<file path="config.mk">
export PLATFORM = sky130hd
export DESIGN_NAME = active_lane_serializer_flat
export DESIGN_NICKNAME = d
export VERILOG_FILES = /design/src/rtl/active_lane_serializer_if.sv /design/src/rtl/active_lane_serializer.sv /design/src/flat_wrapper.sv
export SDC_FILE = /design/constraint.sdc
export NUM_CORES = 1
export LEC_CHECK = 0
export ABC_AREA = 1
export CAP_MARGIN = 20
export CORE_AREA = 2 2 227 229
export CTS_BUF_LIST = sky130_fd_sc_hd__clkbuf_8
export DETAILED_ROUTE_END_ITERATION = 12
export DIE_AREA = 0 0 229 231
export PLACE_DENSITY_LB_ADDON = 0.12
export SYNTH_ARGS = -nofsm -noshare
export SYNTH_HDL_FRONTEND = slang
export SYNTH_SLANG_ARGS = --single-unit
</file>
<file path="constraint.sdc">
create_clock -name clk -period 10.7 [get_ports clk]
set_input_delay 1.07 -clock clk [delete_from_list [all_inputs] [get_ports clk]]
set_output_delay 1.07 -clock clk [all_outputs]
set_load 0.03 [all_outputs]
</file>
<file path="src/rtl/active_lane_serializer_if.sv">
// Warp-request in / single-lane beat out bus for active_lane_serializer.
// The slave modport is the serializer's view; master is the issue-side/consumer view.
interface active_lane_serializer_if #(
  parameter int unsigned NUM_LANE = 16,
  parameter int unsigned LANE_W   = 4,
  parameter int unsigned CNT_W    = 5,
  parameter int unsigned DATA_W   = 32,
  parameter int unsigned WID_W    = 3
);
  logic                       in_valid_i;
  logic                       in_ready_o;
  logic [NUM_LANE-1:0]        in_mask_i;
  logic [NUM_LANE*DATA_W-1:0] in_data_i;
  logic [WID_W-1:0]           in_wid_i;
  logic                       out_valid_o;
  logic                       out_ready_i;
  logic [LANE_W-1:0]          out_lane_o;
  logic [DATA_W-1:0]          out_data_o;
  logic [WID_W-1:0]           out_wid_o;
  logic [CNT_W-1:0]           out_remain_o;
  logic [CNT_W-1:0]           out_total_o;
  logic                       out_last_o;
  logic                       zero_mask_o;

  modport slave (
    input  in_valid_i, in_mask_i, in_data_i, in_wid_i, out_ready_i,
    output in_ready_o, out_valid_o, out_lane_o, out_data_o, out_wid_o,
           out_remain_o, out_total_o, out_last_o, zero_mask_o
  );

  modport master (
    output in_valid_i, in_mask_i, in_data_i, in_wid_i, out_ready_i,
    input  in_ready_o, out_valid_o, out_lane_o, out_data_o, out_wid_o,
           out_remain_o, out_total_o, out_last_o, zero_mask_o
  );
endinterface

</file>
<file path="src/rtl/active_lane_serializer.sv">
// Serialises one warp request (mask + per-lane payload) into single-lane beats,
// lowest active lane first; every output is decoded from registered state only.
module active_lane_serializer #(
  parameter int unsigned NUM_LANE = 16,
  parameter int unsigned LANE_W   = 4,
  parameter int unsigned CNT_W    = 5,
  parameter int unsigned DATA_W   = 32,
  parameter int unsigned WID_W    = 3
) (
  input  logic                     clk,
  input  logic                     rst_n,
  active_lane_serializer_if.slave  bus
);

  localparam int unsigned PAYLOAD_W = NUM_LANE * DATA_W;

  localparam logic [0:0] IDLE = 1'b0;
  localparam logic [0:0] BUSY = 1'b1;

  logic [0:0]           state_q, state_d;
  logic [NUM_LANE-1:0]  pend_q, pend_d;
  logic [PAYLOAD_W-1:0] data_q, data_d;
  logic [WID_W-1:0]     wid_q, wid_d;
  logic [CNT_W-1:0]     total_q, total_d;
  logic                 zero_q, zero_d;

  logic [NUM_LANE-1:0]  lane_oh;
  logic [LANE_W-1:0]    lane_idx;
  logic [DATA_W-1:0]    lane_data;
  logic [CNT_W-1:0]     remain;

  // Ripple-add population count.
  function automatic logic [CNT_W-1:0] popcount(input logic [NUM_LANE-1:0] m);
    logic [CNT_W-1:0] cnt;
    cnt = '0;
    for (int i = 0; i < int'(NUM_LANE); i++) cnt = cnt + CNT_W'(m[i]);
    return cnt;
  endfunction

  // pend_q is all-zero in IDLE, so the beat fields naturally decode to 0 there.
  assign lane_oh = pend_q & (~pend_q + NUM_LANE'(1));
  assign remain  = popcount(pend_q);

  always_comb begin
    lane_idx  = '0;
    lane_data = '0;
    for (int i = int'(NUM_LANE) - 1; i >= 0; i--) begin
      if (pend_q[i]) lane_idx = LANE_W'(i);
    end
    for (int i = 0; i < int'(NUM_LANE); i++) begin
      if (lane_oh[i]) lane_data = lane_data | data_q[i*DATA_W +: DATA_W];
    end
  end

  // Next-state and register-update decode.
  always_comb begin
    state_d = state_q;
    pend_d  = pend_q;
    data_d  = data_q;
    wid_d   = wid_q;
    total_d = total_q;
    zero_d  = 1'b0;
    case (state_q)
      IDLE: begin
        if (bus.in_valid_i) begin
          if (|bus.in_mask_i) begin
            pend_d  = bus.in_mask_i;
            data_d  = bus.in_data_i;
            wid_d   = bus.in_wid_i;
            total_d = popcount(bus.in_mask_i);
            state_d = BUSY;
          end else begin
            zero_d = 1'b1;
          end
        end
      end
      BUSY: begin
        if (bus.out_ready_i) begin
          pend_d = pend_q & ~lane_oh;
          if (remain == CNT_W'(1)) state_d = IDLE;
        end
      end
      default: state_d = IDLE;
    endcase
  end

  always_ff @(posedge clk or negedge rst_n) begin
    if (!rst_n) begin
      state_q <= IDLE;
      pend_q  <= '0;
      data_q  <= '0;
      wid_q   <= '0;
      total_q <= '0;
      zero_q  <= 1'b0;
    end else begin
      state_q <= state_d;
      pend_q  <= pend_d;
      data_q  <= data_d;
      wid_q   <= wid_d;
      total_q <= total_d;
      zero_q  <= zero_d;
    end
  end

  assign bus.in_ready_o   = (state_q == IDLE);
  assign bus.out_valid_o  = (state_q == BUSY);
  assign bus.out_lane_o   = lane_idx;
  assign bus.out_data_o   = lane_data;
  assign bus.out_wid_o    = wid_q;
  assign bus.out_remain_o = remain;
  assign bus.out_total_o  = total_q;
  assign bus.out_last_o   = (remain == CNT_W'(1));
  assign bus.zero_mask_o  = zero_q;

endmodule

</file>
<file path="src/flat_wrapper.sv">
// flat-port wrapper written by rule: the top's interface ports become plain ports
module active_lane_serializer_flat 
#(
  parameter int unsigned NUM_LANE = 16,
  parameter int unsigned LANE_W   = 4,
  parameter int unsigned CNT_W    = 5,
  parameter int unsigned DATA_W   = 32,
  parameter int unsigned WID_W    = 3
)
  (clk, rst_n, bus_in_valid_i, bus_in_mask_i, bus_in_data_i, bus_in_wid_i, bus_out_ready_i, bus_in_ready_o, bus_out_valid_o, bus_out_lane_o, bus_out_data_o, bus_out_wid_o, bus_out_remain_o, bus_out_total_o, bus_out_last_o, bus_zero_mask_o);
  active_lane_serializer_if #(.NUM_LANE(NUM_LANE), .LANE_W(LANE_W), .CNT_W(CNT_W), .DATA_W(DATA_W), .WID_W(WID_W)) bus_i ();
  input  logic clk;
  input  logic rst_n;
  input wire logic [$bits(bus_i.in_valid_i)-1:0] bus_in_valid_i;
  input wire logic [$bits(bus_i.in_mask_i)-1:0] bus_in_mask_i;
  input wire logic [$bits(bus_i.in_data_i)-1:0] bus_in_data_i;
  input wire logic [$bits(bus_i.in_wid_i)-1:0] bus_in_wid_i;
  input wire logic [$bits(bus_i.out_ready_i)-1:0] bus_out_ready_i;
  output wire logic [$bits(bus_i.in_ready_o)-1:0] bus_in_ready_o;
  output wire logic [$bits(bus_i.out_valid_o)-1:0] bus_out_valid_o;
  output wire logic [$bits(bus_i.out_lane_o)-1:0] bus_out_lane_o;
  output wire logic [$bits(bus_i.out_data_o)-1:0] bus_out_data_o;
  output wire logic [$bits(bus_i.out_wid_o)-1:0] bus_out_wid_o;
  output wire logic [$bits(bus_i.out_remain_o)-1:0] bus_out_remain_o;
  output wire logic [$bits(bus_i.out_total_o)-1:0] bus_out_total_o;
  output wire logic [$bits(bus_i.out_last_o)-1:0] bus_out_last_o;
  output wire logic [$bits(bus_i.zero_mask_o)-1:0] bus_zero_mask_o;
  assign bus_i.in_valid_i = bus_in_valid_i;
  assign bus_i.in_mask_i = bus_in_mask_i;
  assign bus_i.in_data_i = bus_in_data_i;
  assign bus_i.in_wid_i = bus_in_wid_i;
  assign bus_i.out_ready_i = bus_out_ready_i;
  assign bus_in_ready_o = bus_i.in_ready_o;
  assign bus_out_valid_o = bus_i.out_valid_o;
  assign bus_out_lane_o = bus_i.out_lane_o;
  assign bus_out_data_o = bus_i.out_data_o;
  assign bus_out_wid_o = bus_i.out_wid_o;
  assign bus_out_remain_o = bus_i.out_remain_o;
  assign bus_out_total_o = bus_i.out_total_o;
  assign bus_out_last_o = bus_i.out_last_o;
  assign bus_zero_mask_o = bus_i.zero_mask_o;
  active_lane_serializer #(.NUM_LANE(NUM_LANE), .LANE_W(LANE_W), .CNT_W(CNT_W), .DATA_W(DATA_W), .WID_W(WID_W)) u_core (.clk(clk), .rst_n(rst_n), .bus(bus_i));
endmodule
</file>
; Word-level counts from Yosys, hierarchy flattened
; Cells that the tools add are included.
[totals]
output_inout_bits = 53
wordCells = 108
register_bits = 538
inputBits = 535
[classes]
eq_ne = 4
muxes = 44
n_addsub = 31
reduce_logical = 3
bitwise = 20
[op_table]
columns = cell, n
row1 = $mux W32, 16
row2 = $or A32 B32 Y32, 15
row3 = $add A5 B1 Y5, 28
row4 = $mux W4, 16
row5 = $mux W16, 3
row6 = $and A16 B16 Y16, 2
row7 = $not A16 Y16, 2
row8 = $pmux W16 S2, 1
row9 = $add A16 B1 Y16 const B, 1
row10 = $reduce_or A16 Y1, 1
row11 = $mux W1, 7
row12 = $reduce_and A3 Y1, 2
row13 = $eq A5 B1 Y1 const B, 1
row14 = $add A1 B1 Y2, 2
row15 = $ne A2 B2 Y1 const B, 2
row16 = $ne A2 B1 Y1 const B, 1
row17 = $pmux W1 S2, 1
row18 = $not A1 Y1, 1

; Logic depth before layout (Yosys ltp)
; Gate-level depths: netlist of the first run.
[logic_depth]
depth_word = 34
ltp_mapped = 20
depth_no_buf = 18

; Least setup slack after synthesis of the first run
; No wires, ideal clock.
[synth_path]
path_type = flip-flop to output port
start = reg u_core.pend_q[0]
end = out bus_out_last_o
stages_incl_launch_ff = 16
t_required_ps = 9630
setup_slack_ps = 4687
t_arrival_ps = 4943
path_buffers = 2
path_cell_list = dfrtp_1 buf_2 buf_1 inv_1 ha_1 inv_1 fa_1 fa_1 fa_1 fa_1 fa_1 inv_1 fa_1 nor2_1 nand2_1 nor3_1
[synth_between]
elab_chain_cells = 16
[synth_rtl]
columns = item, line_no
row1 = "start, declared", active_lane_serializer.sv:21  ; logic [NUM_LANE-1:0] pend_q, pend_d;
row2 = "start signal, assigned", active_lane_serializer.sv:97  ; pend_q <= pend_d;
row3 = $add A1 B1 Y2, active_lane_serializer.sv:36  ; for (int i = 0; i < int'(NUM_LANE); i++) cnt = cnt + CNT_W'(m[i]);
row4 = $add A5 B1 Y5 (14 in a row), active_lane_serializer.sv:36
row5 = named net bus_out_remain_o[1], flat_wrapper.sv:24  ; output wire logic [$bits(bus_i.out_remain_o)-1:0] bus_out_remain_o;
row6 = $eq A5 B1 Y1, active_lane_serializer.sv:112  ; assign bus.out_last_o = (remain == CNT_W'(1));
row7 = "end, declared", flat_wrapper.sv:26  ; output wire logic [$bits(bus_i.out_last_o)-1:0] bus_out_last_o;
; The timed path passes the listed nets, and every way through them passes these cells.

; Final worst setup path of the first run
[layout_path]
start = reg u_core.pend_q[1]
end = out bus_out_last_o
[layout_between]
elab_chain_cells = 16
[layout_rtl]
columns = item, line_no
row1 = $add A1 B1 Y2, active_lane_serializer.sv:36
row2 = $add A5 B1 Y5 (14 in a row), active_lane_serializer.sv:36
row3 = $eq A5 B1 Y1, active_lane_serializer.sv:112
; No other way between the ends.

==> flow_metrics.env, run 1 <==
export IMPL_cp_startpoint="u_core.pend_q[1]$_DFFE_PN0P_"
export IMPL_status="complete, no violations"
export IMPL_drcViolationCount=0
export IMPL_yosysSeqAreaShare=0.541
export IMPL_power_leakage_nw=16.9
export IMPL_synth_edf_count=0
export IMPL_min_path_type="in2async"
export IMPL_yosysTopAreaCell="dfrtp_1"
export IMPL_fin_skew_ns=0.0224
export IMPL_grt_max_degree=254
export IMPL_overflow=0
export IMPL_die_y_um=231
export IMPL_period_share=0.614
export IMPL_synth_xor_area_frac=0.00106
export IMPL_path_delay_family="adder cells"
export IMPL_p_total_mw=10.4
export IMPL_drt_iter0_markers=2514
export IMPL_synthSimpleGateAreaFrac=0.354
export IMPL_core_area_sq_mm=0.0507
export IMPL_drtPass1Iterations=8
export IMPL_hold_violations=0
export IMPL_die_w_um=229
export IMPL_cp_slowest_cell="clkdlybuf4s50_1"
export IMPL_synth_top_area_frac=0.541
export IMPL_path_clk_slew_ns=0.06
export IMPL_ys_ff_latch=538
export IMPL_cts_tree="yes"
export IMPL_h_tree_depth=3
export IMPL_worst_slew_pin_slew_ns=1.46
export IMPL_finalSetupViolations=0
export IMPL_cts_sinks=538
export IMPL_slew_violations=0
export IMPL_dp_cells=4319
export IMPL_finalNonFillerCells=4505
export IMPL_final_util=0.652
export IMPL_end_kind="output pin"
export IMPL_synth_warnings=0
export IMPL_wl_per_cell_um=20.8
export IMPL_worstPathCellList="inv_1, ha_1, inv_1, fa_1, fa_1, fa_1, fa_1, fa_1, inv_1, fa_1, nor2_1, nand2_1, nor3_1, clkdlybuf4s50_1"
export IMPL_synth_ff_type="dfrtp_1"
export IMPL_busiest_layer="met2"
export IMPL_synthTopCellsByArea="dfrtp_1 54%, nand2_1 29%, nand3_1 3.8%, buf_2 2.0%, a21oi_1 1.7%"
export IMPL_synth_top_family_by_area="simple AND/OR/NAND/NOR gates"
export IMPL_grt_pass1_wl_um=140000
export IMPL_max_freq_mhz=152
export IMPL_syn_area_sq_mm=0.0249
export IMPL_met3_usage=0.109
export IMPL_cp_common_cell="fa_1"
export IMPL_clockBufferDepth=3
export IMPL_synth_mux_area_frac=0
export IMPL_crit_fanout=4
export IMPL_nets=4303
export IMPL_nFillCells=4444
export IMPL_syn_inst=3204
export IMPL_tns_ns=0
export IMPL_avgSynthCellArea_sq_um=7.77
export IMPL_use_met1=0.456
export IMPL_p_per_area_mw_per_mm2=314
export IMPL_synth_nets=3774
export IMPL_clock_latency_ns=0.70
export IMPL_cts_setup_buffers=0
export IMPL_max_slew_margin_rel=0.0264
export IMPL_num_vias=23907
export IMPL_grtUsageTotal=0.351
export IMPL_reg2reg_to="u_core.data_q[474]$_DFFE_PN0P_"
export IMPL_grt_pass1_vias=23810
export IMPL_async_reset_ff_frac=1.00
export IMPL_drive_gt1_frac=0.0517
export IMPL_hold_buffers=0
export IMPL_yosys_cell_types_count=34
export IMPL_layout_min_cycle_time_ns=6.57
export IMPL_path_depth=14
export IMPL_cap_viol_max_count=0
export IMPL_met2_usage=0.540
export IMPL_die_area_sq_mm=0.0529
export IMPL_row_count=83
export IMPL_synth_adder_area_share=0.0236
export IMPL_cts_made_buffers=91
export IMPL_r2r_slack_ns=6.12
export IMPL_final_common_cell="nand2_1"
export IMPL_hold_ws_ns=0.342
export IMPL_clock_root_buffer="clkbuf_8"
export IMPL_multi_input_area_sq_mm=0.0103
export IMPL_r2r_cells=7
export IMPL_place_gp_congestion=0.939
export IMPL_cpPeakStageDelay_ns=0.73
export IMPL_synth_compound_area_frac=0.0349
export IMPL_area_delta_synth_final_pct=32.7
export IMPL_place_hpwl_um=66800
export IMPL_io_buffer_count=587
export IMPL_routed_via_density=5.31
export IMPL_r2r_start="u_core.bus.out_valid_o$_DFF_PN0_"
export IMPL_crit_type="reg2out"
export IMPL_start_kind="register"
export IMPL_ff_latch_area_sq_mm=0.0135
export IMPL_io_pins=588
export IMPL_routed_wl_um=93600
export IMPL_mostFrequentLayoutCells="1937 x nand2_1, 586 x clkdlybuf4s50_1, 538 x dfrtp_1"
export IMPL_rsz0062_at_grt="false"
export IMPL_peakVddDrop_mv=0.507
export IMPL_worst_ep_arrival_time_ns=5.50
export IMPL_antenna_found_initial=29
export IMPL_post_cts_resize_count=0
export IMPL_start_util=0.491
export IMPL_cp_endpoint="bus_out_last_o"
export IMPL_cp_required_ns=9.63
export IMPL_antenna_left=0
export IMPL_path_buf_inv=4
## layout make-up
cell class	instances	share of cell area
Timing Repair Buffer	616	0.186
Tap cell	680	0.0257
Clock buffer	118	0.0492
Antenna cell	16	0.00121
Multi-Input combinational cell	2420	0.313
Sequential cell	538	0.407
Inverter	66	0.00772
Clock inverter	51	0.0103
## through the flow
| step | worst slack, ns | area [sq um] |
|---|---|---|
| 6_report | 4.13 | 33000 |
| 5_1_grt | 3.84 | 33000 |
| 4_1_cts | 4.16 | 33000 |
| 3_5_place_dp | 4.91 | 31000 |
| 3_3_place_gp | 4.90 | 31000 |
| 2_1_floorplan | 4.69 | 24900 |
## metal layers
metal	routed length, um	share of wire
met5	137	0.0015
met4	4240	0.045
met3	9050	0.097
met2	43000	0.46
met1	37200	0.40
## logic make-up (layout without fill, tap and decap cells)
group	after synthesis	count (layout)
AO/OA/AOI/OAI	151	151
other	0	16
AND/OR/NAND/NOR	2231	2231
XOR/XNOR	3	3
adder cells (fa/ha/maj)	35	35
flip-flops	538	538
buffers and inverters	246	851
## worst reg2reg max path, cell delays in order, from the launching register on
cell and delay, ns:
dfrtp_1 0.60, inv_1 0.39, nand3_4 0.55, buf_4 0.83, buf_4 0.97, buf_4 0.89, nand2_1 0.16, nand2_1 0.13
## synth_stat cells (10+ instances only)
library cell,n
fa_1,20
a21oi_1,87
buf_2,100
a22o_1,19
dfrtp_1,538
nand4_1,39
inv_1,63
buf_6,10
nand3_1,190
nor2_1,35
clkbuf_1,57
o21ai_0,28
nand2_1,1937
ha_1,15
## where the power goes
part | leakage, nW | internal, mW | switching, mW
Sequential | 6.72 | 2.97 | 0.546
Combinational | 9.09 | 1.76 | 3.15
Clock | 1.10 | 1.07 | 0.896
## state kept, by name (all words and copies together) (netlist names)
register                flops
u_core.data_q             512
u_core.pend_q              16
u_core.bus.out_total_o      5
u_core.bus.out_wid_o        3
u_core.bus.out_valid_o      1
u_core.bus.zero_mask_o      1
## how the worst min path moves through the flow
| stage | from | endpoint | cells past startpoint |
|---|---|---|---|
| after floorplan | u_core.data_q[62]$_DFFE_PN0P_ | u_core.data_q[62]$_DFFE_PN0P_ | 2 |
| after global placement | u_core.data_q[452]$_DFFE_PN0P_ | u_core.data_q[452]$_DFFE_PN0P_ | 2 |
| after detailed placement | u_core.data_q[431]$_DFFE_PN0P_ | u_core.data_q[431]$_DFFE_PN0P_ | 2 |
| after CTS | rst_n | u_core.bus.out_wid_o[1]$_DFFE_PN0P_ | 1 |
| after global routing | rst_n | u_core.bus.out_wid_o[1]$_DFFE_PN0P_ | 1 |
| final | rst_n | u_core.bus.out_wid_o[1]$_DFFE_PN0P_ | 1 |
Note: power is estimated with default switching activity, not from simulation.
==> run 2, diff against run 1 <==
- CORE_AREA: 2 2 227 229 -> not set
- CORE_MARGIN: not set -> 1.5
- CORE_UTILIZATION: not set -> 47
- DIE_AREA: 0 0 229 231 -> not set
- clock period: 10.7 -> 5.7 ns (I/O delays scaled with it)
==> flow_metrics.env, run 2 (synthesized netlist as in run 1, its figures left out) <==
export IMPL_row_count=84
export IMPL_die_area_sq_mm=0.0544
export IMPL_rsz0062_at_grt="false"
export IMPL_drt_iter0_markers=2312
export IMPL_finalNonFillerCells=4517
export IMPL_nFillCells=4674
export IMPL_cts_made_buffers=89
export IMPL_start_util=0.475
export IMPL_start_kind="register"
export IMPL_top_register="u_core.data_q"
export IMPL_cpPeakStageDelay_ns=0.51
export IMPL_finalSetupViolations=0
export IMPL_place_hpwl_um=66500
export IMPL_cp_slowest_cell="fa_1"
export IMPL_io_buffer_count=587
export IMPL_largest_reg_flops=512
export IMPL_dp_cells=4336
export IMPL_cp_required_ns=5.13
export IMPL_antenna_left=0
export IMPL_cts_tree="yes"
export IMPL_wl_per_cell_um=20.6
export IMPL_place_gp_congestion=0.965
export IMPL_ff_latch_area_sq_mm=0.0135
export IMPL_hold_end="u_core.data_q[259]$_DFFE_PN0P_"
export IMPL_grtUsageTotal=0.337
export IMPL_die_y_um=233
export IMPL_peakVddDrop_mv=1.51
export IMPL_slew_violations=0
export IMPL_drtPass1Iterations=6
export IMPL_clock_latency_ns=0.69
export IMPL_cp_common_cell="fa_1"
export IMPL_grt_pass1_wl_um=137000
export IMPL_worstPathCellList="inv_1, ha_1, inv_1, fa_1, fa_1, fa_1, fa_1, fa_1, inv_1, fa_1, nor2_1, nand2_1, nor3_2, buf_4"
export IMPL_nets=4310
export IMPL_r2r_start="u_core.pend_q[1]$_DFFE_PN0P_"
export IMPL_h_tree_depth=3
export IMPL_die_w_um=233
export IMPL_core_area_sq_mm=0.0524
export IMPL_grt_pass1_vias=23346
export IMPL_crit_fanout=4
export IMPL_num_vias=23938
export IMPL_multi_input_area_sq_mm=0.0103
export IMPL_mostFrequentLayoutCells="1937 x nand2_1, 581 x clkdlybuf4s50_1, 538 x dfrtp_1"
export IMPL_power_leakage_nw=17.0
export IMPL_path_buf_inv=4
export IMPL_antenna_found_initial=23
export IMPL_r2r_slack_ns=1.38
export IMPL_max_freq_mhz=184
export IMPL_cts_sinks=538
export IMPL_period_share=0.954
export IMPL_fin_skew_ns=0.0192
export IMPL_overflow=0
export IMPL_routed_via_density=5.30
export IMPL_routed_wl_um=92900
export IMPL_status="complete, no violations"
export IMPL_crit_type="reg2out"
export IMPL_cap_viol_max_count=0
export IMPL_reg2reg_to="u_core.bus.out_valid_o$_DFF_PN0_"
export IMPL_drcViolationCount=0
export IMPL_clockBufferDepth=3
export IMPL_r2r_cells=16
export IMPL_worst_slew_pin_slew_ns=1.09
export IMPL_tns_ns=0
export IMPL_cp_startpoint="u_core.pend_q[1]$_DFFE_PN0P_"
export IMPL_path_clk_slew_ns=0.07
export IMPL_path_delay_family="adder cells"
export IMPL_worst_ep_arrival_time_ns=4.87
export IMPL_hp_start="bus_in_data_i[259]"
export IMPL_cts_setup_buffers=0
export IMPL_drive_gt1_frac=0.0503
export IMPL_layout_min_cycle_time_ns=5.44
export IMPL_io_pins=588
export IMPL_min_path_type="in2reg"
export IMPL_max_slew_margin_rel=0.270
export IMPL_clock_root_buffer="clkbuf_8"
export IMPL_area_delta_synth_final_pct=33.0
export IMPL_p_per_area_mw_per_mm2=584
export IMPL_final_common_cell="nand2_1"
export IMPL_hold_violations=0
export IMPL_whs_path_depth=3
export IMPL_end_kind="output pin"
export IMPL_grt_max_degree=189
==> run 2: cell types whose count changed in the layout (fill, tap and decap cells not counted), sizes merged <==
| cell | previous run | this run |
|---|---|---|
| buf | 30 | 42 |
| diode | 16 | 15 |
| clkdlybuf4s50 | 586 | 581 |
| clkinv | 22 | 9 |
| bufinv | 3 | 1 |
| clkinvlp | 3 | 1 |
| inv | 89 | 103 |
| dlygate4sd3 | 0 | 1 |
| clkbuf | 118 | 117 |
| dlymetal6s2s | 0 | 1 |
==> run 2: tightest hold or removal path, cell delays in order <==
cell             delay, ns
clkdlybuf4s50_1       0.40
nand2_1               0.06
nand2_1               0.04
==> run 2: worst max path at each step <==
stage / endpoint / slack, ns / cells after the start
5_1_grt: bus_out_last_o / 0.03 / 14
3_5_place_dp: u_core.bus.out_total_o[4]$_DFFE_PN0P_ / 0.91 / 15
6_report: bus_out_last_o / 0.26 / 14
3_3_place_gp: bus_out_last_o / 0.94 / 14
2_1_floorplan: bus_out_last_o / 0.19 / 15
4_1_cts: bus_out_remain_o[1] / 0.15 / 11
==> run 2: cell type report <==
type / count / share of cell area
inverters: 66 / 0.00771
diodes: 15 / 0.00113
repair buffers: 625 / 0.190
clock inverters: 48 / 0.00733
multi-input cells: 2420 / 0.312
well taps: 688 / 0.0260
clock buffers: 117 / 0.0486
flip-flops and latches: 538 / 0.407
==> run 2: through the flow <==
stage                     setup WS, ns  power (mW)  hold slack [ns]  utilization  instance area [sq um]
after floorplan                  0.187        11.9            0.274            -                  24900
after global placement           0.939        15.4            0.461        0.594                  31200
after detailed placement         0.906        15.6            0.465        0.595                  31200
after CTS                        0.147        19.2            0.370        0.630                  33100
after global routing            0.0252        20.5            0.391        0.631                  33100
final                            0.264        19.3            0.417        0.631                  33100
==> run 2: repair_timing <==
item                                    CTS  global route
gates resized for setup                   0             3
endpoints found under the hold margin    36             0
hold buffers                              1             0
endpoints found under the setup margin    0             2
==> run 2: power breakdown <==
part | total, mW | internal, mW | switching, mW | leakage, nW
Clock | 3.55 | 1.88 | 1.66 | 1.09
Combinational | 9.19 | 3.33 | 5.87 | 9.19
Sequential | 6.59 | 5.58 | 1.01 | 6.72
Total | 19.3 | 10.8 | 8.53 | 17.0
==> run 2: metal layers <==
metal	routed length [um]	up-vias	global-route usage
met5	80	-	0
met4	3210	12	0.127
met3	8520	180	0.0787
met2	43200	1084	0.526
met1	37900	11594	0.457
li1	-	11068	-
==> run 3, diff against run 2 <==
- GPL_TIMING_DRIVEN: not set -> 0
==> flow_metrics.env, run 3 (synthesized netlist as in run 1, its figures left out) <==
export IMPL_use_met1=0.509
export IMPL_routed_via_density=5.35
export IMPL_largest_reg_flops=512
export IMPL_core_area_sq_mm=0.0524
export IMPL_period_share=0.993
export IMPL_finalSetupViolations=0
export IMPL_num_vias=24945
export IMPL_cts_tree="yes"
export IMPL_clock_root_buffer="clkbuf_8"
export IMPL_start_util=0.475
export IMPL_slew_violations=0
export IMPL_antenna_left=0
export IMPL_power_leakage_nw=17.3
export IMPL_place_hpwl_um=79700
export IMPL_dp_slack_ns=-0.496
export IMPL_drtPass1Iterations=6
export IMPL_fin_area_sq_mm=0.0337
export IMPL_h_tree_depth=3
export IMPL_layout_min_cycle_time_ns=5.66
export IMPL_max_freq_mhz=177
export IMPL_row_count=84
export IMPL_fin_ws_ns=0.0421
export IMPL_min_path_type="in2async"
export IMPL_path_clk_slew_ns=0.06
export IMPL_mostFrequentLayoutCells="1937 x nand2_1, 581 x clkdlybuf4s50_1, 538 x dfrtp_1"
export IMPL_start_kind="register"
export IMPL_cts_sinks=538
export IMPL_antenna_found_initial=25
export IMPL_cts_made_buffers=91
export IMPL_grtUsageTotal=0.374
export IMPL_busiest_layer="met2"
export IMPL_max_slew_margin_rel=0.411
export IMPL_status="complete, no violations"
export IMPL_die_y_um=233
export IMPL_worst_ep_arrival_time_ns=5.09
export IMPL_wl_per_cell_um=21.9
export IMPL_met2_usage=0.578
export IMPL_cap_viol_max_count=0
export IMPL_rsz0062_at_grt="true"
export IMPL_p_per_area_mw_per_mm2=589
export IMPL_hold_violations=0
export IMPL_clock_latency_ns=0.72
export IMPL_io_pins=588
export IMPL_nets=4465
export IMPL_drcViolationCount=0
export IMPL_area_delta_synth_final_pct=35.4
export IMPL_place_gp_congestion=0.955
export IMPL_grt_max_degree=113
export IMPL_met3_usage=0.0824
export IMPL_die_w_um=233
export IMPL_io_buffer_count=587
export IMPL_r2r_slack_ns=1.03
export IMPL_top_register="u_core.data_q"
export IMPL_peakVddDrop_mv=1.41
export IMPL_clockBufferDepth=3
export IMPL_placed_cell_area_sq_mm=0.0318
export IMPL_crit_type="reg2out"
export IMPL_grt_pass1_wl_um=147000
export IMPL_end_kind="output pin"
export IMPL_die_area_sq_mm=0.0544
export IMPL_drt_iter0_markers=2730
export IMPL_routed_wl_um=102000
export IMPL_crit_fanout=4
export IMPL_overflow=0
export IMPL_fin_skew_ns=0.0236
export IMPL_grt_pass1_vias=23864
export IMPL_final_common_cell="nand2_1"
export IMPL_cp_required_ns=5.13
export IMPL_worst_slew_pin_slew_ns=0.883
export IMPL_drive_gt1_frac=0.0707
run 3: metal layers:
layer,part of all wire,vias to the layer above
met5,0.00058,-
met4,0.041,10
met3,0.098,241
met2,0.45,1388
met1,0.41,11912
li1,-,11394
run 3: timing repair:
| item | CTS | global route |
|---|---|---|
| hold buffers | 1 | 0 |
| setup buffers | 0 | 6 |
| hold endpoints to repair | 50 | 0 |
| gates resized for setup | 16 | 11 |
| pin swaps | 0 | 8 |
| setup endpoints to repair | 6 | 4 |
run 3: worst paths after layout:
| path | depth (start not counted) | startpoint | to |
|---|---|---|---|
| setup / recovery | 15 | u_core.pend_q[0]$_DFFE_PN0P_ | bus_out_last_o |
| hold / removal | 2 | rst_n | u_core.bus.out_wid_o[0]$_DFFE_PN0P_ |
| setup reg to reg | 18 | u_core.pend_q[0]$_DFFE_PN0P_ | u_core.bus.out_valid_o$_DFF_PN0_ |
| hold reg to reg | 2 | u_core.data_q[202]$_DFFE_PN0P_ | u_core.data_q[202]$_DFFE_PN0P_ |
| max in group asynchronous | 5 | rst_n | u_core.data_q[211]$_DFFE_PN0P_ |
| min in group clk | 3 | bus_in_data_i[428] | u_core.data_q[428]$_DFFE_PN0P_ |
run 3: area by class of cell:
class / count / area, sq um
inverter: 66 / 255
fill: 4713 / 18700
sequential: 538 / 13500
tap: 688 / 861
clock inverter: 45 / 251
timing repair buffer: 599 / 6070
buffer: 179 / 906
multi-input combinational: 2420 / 10300
antenna: 20 / 50.0
clock buffer: 111 / 1530
run 3: critical path: stages, from the launching register on:
cell	delay, ns
dfrtp_1	0.40
buf_12	0.13
inv_8	0.03
ha_4	0.25
inv_2	0.03
fa_1	0.56
fa_1	0.45
fa_1	0.54
fa_1	0.53
fa_2	0.38
inv_2	0.08
fa_2	0.44
nor2_2	0.11
nand2_1	0.07
nor3_2	0.20
buf_4	0.19
run 3: where the power goes:
| part | total, mW | internal (mW) | switching [mW] |
|---|---|---|---|
| Combinational | 9.76 | 3.50 | 6.26 |
| Clock | 3.47 | 1.81 | 1.66 |
| Sequential | 6.61 | 5.59 | 1.02 |
run 3: through the flow:
stage	instances	power [mW]	setup TNS, ns	util	hold WS (ns)
final	4666	19.8	0	0.643	0.369
after global routing	4662	21.0	-0.146	0.643	0.380
after CTS	4640	19.4	0	0.640	0.354
after detailed placement	4484	16.0	-0.543	0.606	0.465
after global placement	4479	15.9	-	0.603	0.461
after floorplan	3204	11.9	0	-	0.274
